`config.mk`:
```
export PLATFORM = sky130hd
export DESIGN_NAME = data_mem_arbiter
export DESIGN_NICKNAME = d
export VERILOG_FILES = /design/src/rtl/data_mem_arbiter.sv
export SDC_FILE = /design/constraint.sdc
export NUM_CORES = 1
export LEC_CHECK = 0
export CAP_MARGIN = 40
export CORE_AREA = 2 2 124 126
export DETAILED_ROUTE_END_ITERATION = 16
export DIE_AREA = 0 0 126 128
export PLACE_DENSITY_LB_ADDON = 0.15
export SLEW_MARGIN = 20
export SYNTH_ARGS = -nofsm -noshare
export SYNTH_HDL_FRONTEND = slang
export SYNTH_SLANG_ARGS = --single-unit
```
`constraint.sdc`:
```
create_clock -name sys_clk -period 2.7 [get_ports sys_clk]
set_input_delay 0.54 -clock sys_clk [delete_from_list [all_inputs] [get_ports sys_clk]]
set_output_delay 0.54 -clock sys_clk [all_outputs]
set_load 0.02 [all_outputs]
```
`src/rtl/data_mem_arbiter.sv`:
```
// Arbitrates the single-port data RAM between CPU (fixed priority), UART loader and debug reader.
// Loader/debug share idle cycles round-robin and preempt the CPU for one cycle once starved.
module data_mem_arbiter #(
  parameter int ADDR_W       = 10,
  parameter int STARVE_LIMIT = 8
) (
  input  logic              sys_clk,
  input  logic              rst,
  input  logic              cpu_req,
  input  logic              cpu_we,
  input  logic [31:0]       cpu_addr,
  input  logic [31:0]       cpu_wdata,
  input  logic [3:0]        cpu_be,
  output logic              cpu_stall,
  output logic [31:0]       cpu_rdata,
  output logic              cpu_rvalid,
  input  logic              ldr_req,
  input  logic [31:0]       ldr_addr,
  input  logic [31:0]       ldr_wdata,
  output logic              ldr_ack,
  input  logic              dbg_req,
  input  logic [31:0]       dbg_addr,
  output logic              dbg_ack,
  output logic [31:0]       dbg_rdata,
  output logic              dbg_rvalid,
  output logic              mem_en,
  output logic [3:0]        mem_we,
  output logic [ADDR_W-1:0] mem_addr,
  output logic [31:0]       mem_wdata,
  input  logic [31:0]       mem_rdata
);

  localparam int CNT_W = $clog2(STARVE_LIMIT + 1);
  localparam logic [CNT_W-1:0] LIMIT = CNT_W'(STARVE_LIMIT);

  typedef enum logic [1:0] {OWN_NONE = 2'd0, OWN_CPU = 2'd1, OWN_DBG = 2'd2} owner_e;

  logic [CNT_W-1:0] ldr_cnt_q, ldr_cnt_d, dbg_cnt_q, dbg_cnt_d;
  logic             rr_q, rr_d;  // 0: loader preferred, 1: debug preferred
  owner_e           owner_q, owner_d;
  logic             cpu_gnt, ldr_gnt, dbg_gnt;
  logic             ldr_starved, dbg_starved;

  assign ldr_starved = ldr_req && (ldr_cnt_q == LIMIT);
  assign dbg_starved = dbg_req && (dbg_cnt_q == LIMIT);

  always_comb begin
    cpu_gnt = 1'b0;
    ldr_gnt = 1'b0;
    dbg_gnt = 1'b0;
    if (!rst) begin
      if (ldr_starved && dbg_starved) begin
        ldr_gnt = !rr_q;
        dbg_gnt = rr_q;
      end else if (ldr_starved) begin
        ldr_gnt = 1'b1;
      end else if (dbg_starved) begin
        dbg_gnt = 1'b1;
      end else if (cpu_req) begin
        cpu_gnt = 1'b1;
      end else if (ldr_req && dbg_req) begin
        ldr_gnt = !rr_q;
        dbg_gnt = rr_q;
      end else begin
        ldr_gnt = ldr_req;
        dbg_gnt = dbg_req;
      end
    end
  end

  always_comb begin
    mem_en    = cpu_gnt || ldr_gnt || dbg_gnt;
    mem_we    = 4'h0;
    mem_addr  = '0;
    mem_wdata = '0;
    owner_d   = OWN_NONE;
    if (cpu_gnt) begin
      mem_addr  = cpu_addr[ADDR_W+1:2];
      mem_wdata = cpu_wdata;
      mem_we    = cpu_we ? cpu_be : 4'h0;
      owner_d   = cpu_we ? OWN_NONE : OWN_CPU;
    end else if (ldr_gnt) begin
      mem_addr  = ldr_addr[ADDR_W+1:2];
      mem_wdata = ldr_wdata;
      mem_we    = 4'hF;
    end else if (dbg_gnt) begin
      mem_addr  = dbg_addr[ADDR_W+1:2];
      owner_d   = OWN_DBG;
    end
  end

  always_comb begin
    rr_d = (ldr_gnt || dbg_gnt) ? !rr_q : rr_q;

    if (!ldr_req || ldr_gnt)   ldr_cnt_d = '0;
    else if (ldr_cnt_q != LIMIT) ldr_cnt_d = ldr_cnt_q + 1'b1;
    else                       ldr_cnt_d = ldr_cnt_q;

    if (!dbg_req || dbg_gnt)   dbg_cnt_d = '0;
    else if (dbg_cnt_q != LIMIT) dbg_cnt_d = dbg_cnt_q + 1'b1;
    else                       dbg_cnt_d = dbg_cnt_q;
  end

  always_ff @(posedge sys_clk) begin
    if (rst) begin
      ldr_cnt_q <= '0;
      dbg_cnt_q <= '0;
      rr_q      <= 1'b0;
      owner_q   <= OWN_NONE;
    end else begin
      ldr_cnt_q <= ldr_cnt_d;
      dbg_cnt_q <= dbg_cnt_d;
      rr_q      <= rr_d;
      owner_q   <= owner_d;
    end
  end

  // Read returns are masked during reset so an in-flight read is dropped.
  assign cpu_stall  = cpu_req && !cpu_gnt && !rst;
  assign ldr_ack    = ldr_gnt;
  assign dbg_ack    = dbg_gnt;
  assign cpu_rvalid = (owner_q == OWN_CPU) && !rst;
  assign dbg_rvalid = (owner_q == OWN_DBG) && !rst;
  assign cpu_rdata  = cpu_rvalid ? mem_rdata : 32'h0;
  assign dbg_rdata  = dbg_rvalid ? mem_rdata : 32'h0;

  logic unused_addr_bits;
  assign unused_addr_bits = ^{cpu_addr[31:ADDR_W+2], cpu_addr[1:0],
                              ldr_addr[31:ADDR_W+2], ldr_addr[1:0],
                              dbg_addr[31:ADDR_W+2], dbg_addr[1:0]};

endmodule
```
# Word-level counts from Yosys, hierarchy flattened
# Index checks and enable logic that the tools add are counted.
# word_totals
wordCells,63
reg_bits,11
output_inout_bits,116
input_bits,202
# classes
add_sub_neg,2
n_mux,31
reduce_logical,20
n_eq_ne,6
# ops
op,n
$mux 32,4
$mux 10,3
$mux 1,18
$mux 4,3
$add 4x1->4 const B,2
$eq 4x4->1 const B,2
$logic_and 1x1->1,8
$ne 4x4->1 const B,2
$mux 2,3
$logic_not 1->1,5
$logic_or 1x1->1,5
$reduce_or 2->1,2
$eq 2x1->1 const B,1
$eq 2x2->1 const B,1

# Longest topological paths before layout
# depth
word_depth,10
mapped_depth,9
depth_no_buf,6

# Least setup slack after synthesis
# OpenSTA, ideal clock, no wires.
# synth_timing
path_type,flip-flop to output port
from,register ldr_cnt_q[0]
to,output port mem_addr[0]
required_time_ns,2.160
path_stages_with_launch,9
setup_slack_ns,0.347
arrival_ns,1.813
path_cell_list,dfxtp_1 > inv_1 > ha_1 > and4b_1 > buf_6 > o21a_4 > a211oi_2 > buf_6 > a221o_1
# synth_between
elab_chain_cells,8
# synth_rtl
element,line_no,text
"start, declared",38,"logic [CNT_W-1:0] ldr_cnt_q, ldr_cnt_d, dbg_cnt_q, dbg_cnt_d;"
"start signal, assigned",111,ldr_cnt_q <= ldr_cnt_d;
$eq 4x4->1 *,44,assign ldr_starved = ldr_req && (ldr_cnt_q == LIMIT);
$logic_and 1x1->1 *,44,
$mux 1 or $logic_and 1x1->1 (tied branches),"55, 52",
$mux 1 *,52,if (ldr_starved && dbg_starved) begin
$mux 1 *,51,if (!rst) begin
via dbg_ack,23,"output logic dbg_ack,"
$mux 10 *,86,end else if (dbg_gnt) begin
$mux 10 *,82,end else if (ldr_gnt) begin
$mux 10 *,77,if (cpu_gnt) begin
"end, declared",28,"output logic [ADDR_W-1:0] mem_addr,"
# Mark *: on every way through the listed nets, which the timed path passes. The rest lies on a longest branch.

# Worst setup path after layout
# layout_timing
from,register dbg_cnt_q[0]
to,output port mem_addr[4]
# layout_between
elab_chain_cells,9
# layout_rtl
element,line_no,text
"start, declared",38,
"start signal, assigned",112,dbg_cnt_q <= dbg_cnt_d;
$eq 4x4->1 *,45,assign dbg_starved = dbg_req && (dbg_cnt_q == LIMIT);
$logic_and 1x1->1 *,45,
$mux 1,57,end else if (dbg_starved) begin
$mux 1,55,end else if (ldr_starved) begin
$mux 1,52,
$mux 1,51,
$mux 10,86,
$mux 10,82,
$mux 10 *,77,
# Mark *: on every way between the ends. The rest lies on a longest branch, timed or not.

==> out/metrics.csv <==
metric;value;unit
placeable core region;14860;µm²
Rows;45;
minimum clock period after layout;2.699;ns
number of antenna violations at the first check in global routing;0;
status;finished clean;
die outline area;16130;µm²
horizontal die dimension;126;µm
number of buffer cells added on primary ports;251;
Clock H-tree levels;1;
Worst Skew;0.0004547;ns
DR WL/cell;15.23;µm
worst path arrival time;2.16;ns
Critical Path Start Type;flop;
antenna diode count;0;
root buffer selected by CTS;sky130_fd_sc_hd__clkbuf_16;
via count;2897;
path type of the worst min-delay path;flop to flop;
crit path max fanout;5;
total of flip-flops plus latches after synthesis;11;
die outline height;128;µm
starting DRC count in detailed routing;56;
synthesized netlist net count;435;
HPWL reported at the end of detailed placement;8.259;mm
Hold WS;0.5662;ns
via count of the first global-routing pass;2919;
YS warnings;0;
post-synthesis sequential area ratio;12.32;%
post-route clock period utilization;99.98;%
class of the most critical setup path;flop to output port;
Net count, final;710;
DRT Wirelength;10.52;mm
CTS tree;done;
power per cell area;214.3;nW/µm²
clock latency of the later-clocked register in the worst-skew pair;0.24;ns
final-report max-slew violation count;0;
DR pass1 iterations;4;
total routing usage reported by global routing;11.80;%
static leakage power;2.240;nW
total global routing overflow;0;
Max Clk Rate;370.4;MHz
mean post-synth cell area;7.808;µm²
number of buffers on the longest clock path;2;
setup repair after global routing missed its margin;true;
Tightest Pin Transition;0.4026;ns
Power Total;1.002;mW
number of cells on the worst hold path;2;
growth of design area from synthesis to finish;161.4;%
total CTS buffers;3;
Worst-path clk slew;0.04;ns
largest net degree at the start of global routing;34;
# Max-Cap Violations;0;
synthesized instance count;229;
number of nets with antenna violations after detailed routing;0;
Syn Std Cell Area;1788;µm²
initial core utilization;12.03;%
post-place instance area;4708;µm²
number of placed I/O pins;318;
Slew Limit Headroom;73.04;%
gp weighted congestion;0.7661;
post-detailed-route via-to-cell ratio;4.192;
layout cells sized above 1;22.07;%
Final Cell Area;4674;µm²
number of hold violations in the final report;0;
cell count of the worst reg-to-reg path;9;
final count of negative-setup-slack endpoints;0;
crit end category;output port;
clock tree sinks;11;
DRC Markers;0;
Max rail drop VDD;189.3;µV
endpoint required time on the critical path;2.16;ns
wire length of the first global-routing pass;15.52;mm
number of distinct library cell variants in the gate-level netlist after synthesis;40;
## critical path: stages, from the launching register on
cell and delay, ns:
sky130_fd_sc_hd__dfxtp_1 0.34, sky130_fd_sc_hd__inv_1 0.06, sky130_fd_sc_hd__ha_1 0.24, sky130_fd_sc_hd__and3b_1 0.22
sky130_fd_sc_hd__a21oi_4 0.18, sky130_fd_sc_hd__a211oi_4 0.10, sky130_fd_sc_hd__buf_4 0.16, sky130_fd_sc_hd__a221o_1 0.35
sky130_fd_sc_hd__clkdlybuf4s15_2 0.26
## repair_timing
| action | CTS | global route |
|---|---|---|
| endpoints found under the setup margin | 116 | 97 |
| setup buffers | 3 | 2 |
| pin swaps | 3 | 3 |
| cloned | 3 | 0 |
| endpoints found under the hold margin | 0 | 0 |
| hold buffers | 0 | 0 |
| resized for setup | 238 | 43 |
## layer usage
metal / vias up / wire length, µm / track usage, %
met5: - / 0 / 0
met4: 0 / 89 / 1.875
met3: 9 / 750 / 2.212
met2: 136 / 5628 / 23.88
met1: 1354 / 4053 / 12.80
li1: 1398 / - / -
## report_power, final
group          switching (mW)  internal, mW  total [mW]
Sequential            0.00424         0.168       0.172
Clock                  0.0733         0.198       0.272
Combinational           0.231         0.326       0.558
Total                   0.309         0.693        1.00
## area by class of cell
class	count	area, µm²
Fill cell	1589	10190
Tap cell	188	235.2
Multi-Input combinational cell	190	1475
Timing Repair Buffer	291	2639
Inverter	7	26.28
Clock buffer	4	78.83
Sequential cell	11	220.2
## Yosys cell counts, drive strengths merged
master	count	area [µm²]
a211o	1	8.760
a211oi	2	20.02
a21oi	6	30.03
a221o	9	90.09
a22o	32	280.3
a31o	4	35.03
a31oi	1	6.260
a32o	9	90.09
and2	66	415.4
and3	1	6.260
and3b	2	17.52
and4b	1	10.01
buf	10	90.08
clkbuf	11	41.29
dfxtp	11	220.2
ha	4	50.05
inv	7	26.28
nand2	4	15.01
nand2b	1	6.260
nand3	4	20.02
nand3b	2	15.01
nand4b	1	15.01
nor2	6	30.03
nor2b	4	25.02
nor3	4	20.02
nor3b	13	97.59
nor4	1	6.260
o211ai	1	7.510
o21a	2	22.52
o21ai	1	5.000
o22ai	1	6.260
or3	1	6.260
xnor2	4	35.03
xor2	2	17.52
## final timing paths
check / start / slack (ns) / to
hold reg to reg: ldr_cnt_q[3] / 0.57 / ldr_cnt_q[3]
setup reg to reg: ldr_cnt_q[0] / 0.94 / owner_q[0]
hold / removal: ldr_cnt_q[3] / 0.57 / ldr_cnt_q[3]
setup / recovery: dbg_cnt_q[0] / 0.0005 / mem_addr[4]
## stage by stage
| step | cells | setup TNS, ns | utilization (%) | worst slack [ns] |
|---|---|---|---|---|
| global route | 691 | -0.2940 | 31.45 | -0.08168 |
| detailed placement | 679 | -46.53 | 31.68 | -0.6580 |
| CTS | 689 | -3.347 | 31.81 | -0.1873 |
| global placement | 679 | -44.36 | 31.68 | -0.6278 |
| finish | 691 | 0 | 31.45 | 0.0005196 |
| floorplan | 229 | 0 | - | 0.3468 |
## cell families (layout without fill, tap and decap cells)
logic type | Yosys count | in the layout | share of synthesized area [%]
simple gates | 111 | 111 | 39.47
fa+ha+maj | 4 | 4 | 2.799
xor+xnor | 6 | 6 | 2.939
flops | 11 | 11 | 12.32
compound gates | 69 | 69 | 33.66
buf+inv | 28 | 302 | 8.817
## cells in the final DEF, fill, tap and decap left out, types with 5 or more instances in the layout
cell type	count
sky130_fd_sc_hd__nor3b_1	11
sky130_fd_sc_hd__clkdlybuf4s15_1	8
sky130_fd_sc_hd__inv_1	6
sky130_fd_sc_hd__dlygate4sd2_1	63
sky130_fd_sc_hd__buf_2	29
sky130_fd_sc_hd__dfxtp_1	11
sky130_fd_sc_hd__clkbuf_2	10
sky130_fd_sc_hd__clkdlybuf4s15_2	5
sky130_fd_sc_hd__a221o_1	9
sky130_fd_sc_hd__a32o_1	9
sky130_fd_sc_hd__nor2_1	5
sky130_fd_sc_hd__buf_4	35
sky130_fd_sc_hd__and2_1	64
sky130_fd_sc_hd__a22o_1	32
sky130_fd_sc_hd__clkdlybuf4s50_1	131
## flip-flops by register name, summed over array words and instances (netlist names)
| name | flops |
|---|---|
| rr_q | 1 |
| ldr_cnt_q | 4 |
| dbg_cnt_q | 4 |
| owner_q | 2 |
Note: power is estimated with default switching activity, not from simulation.
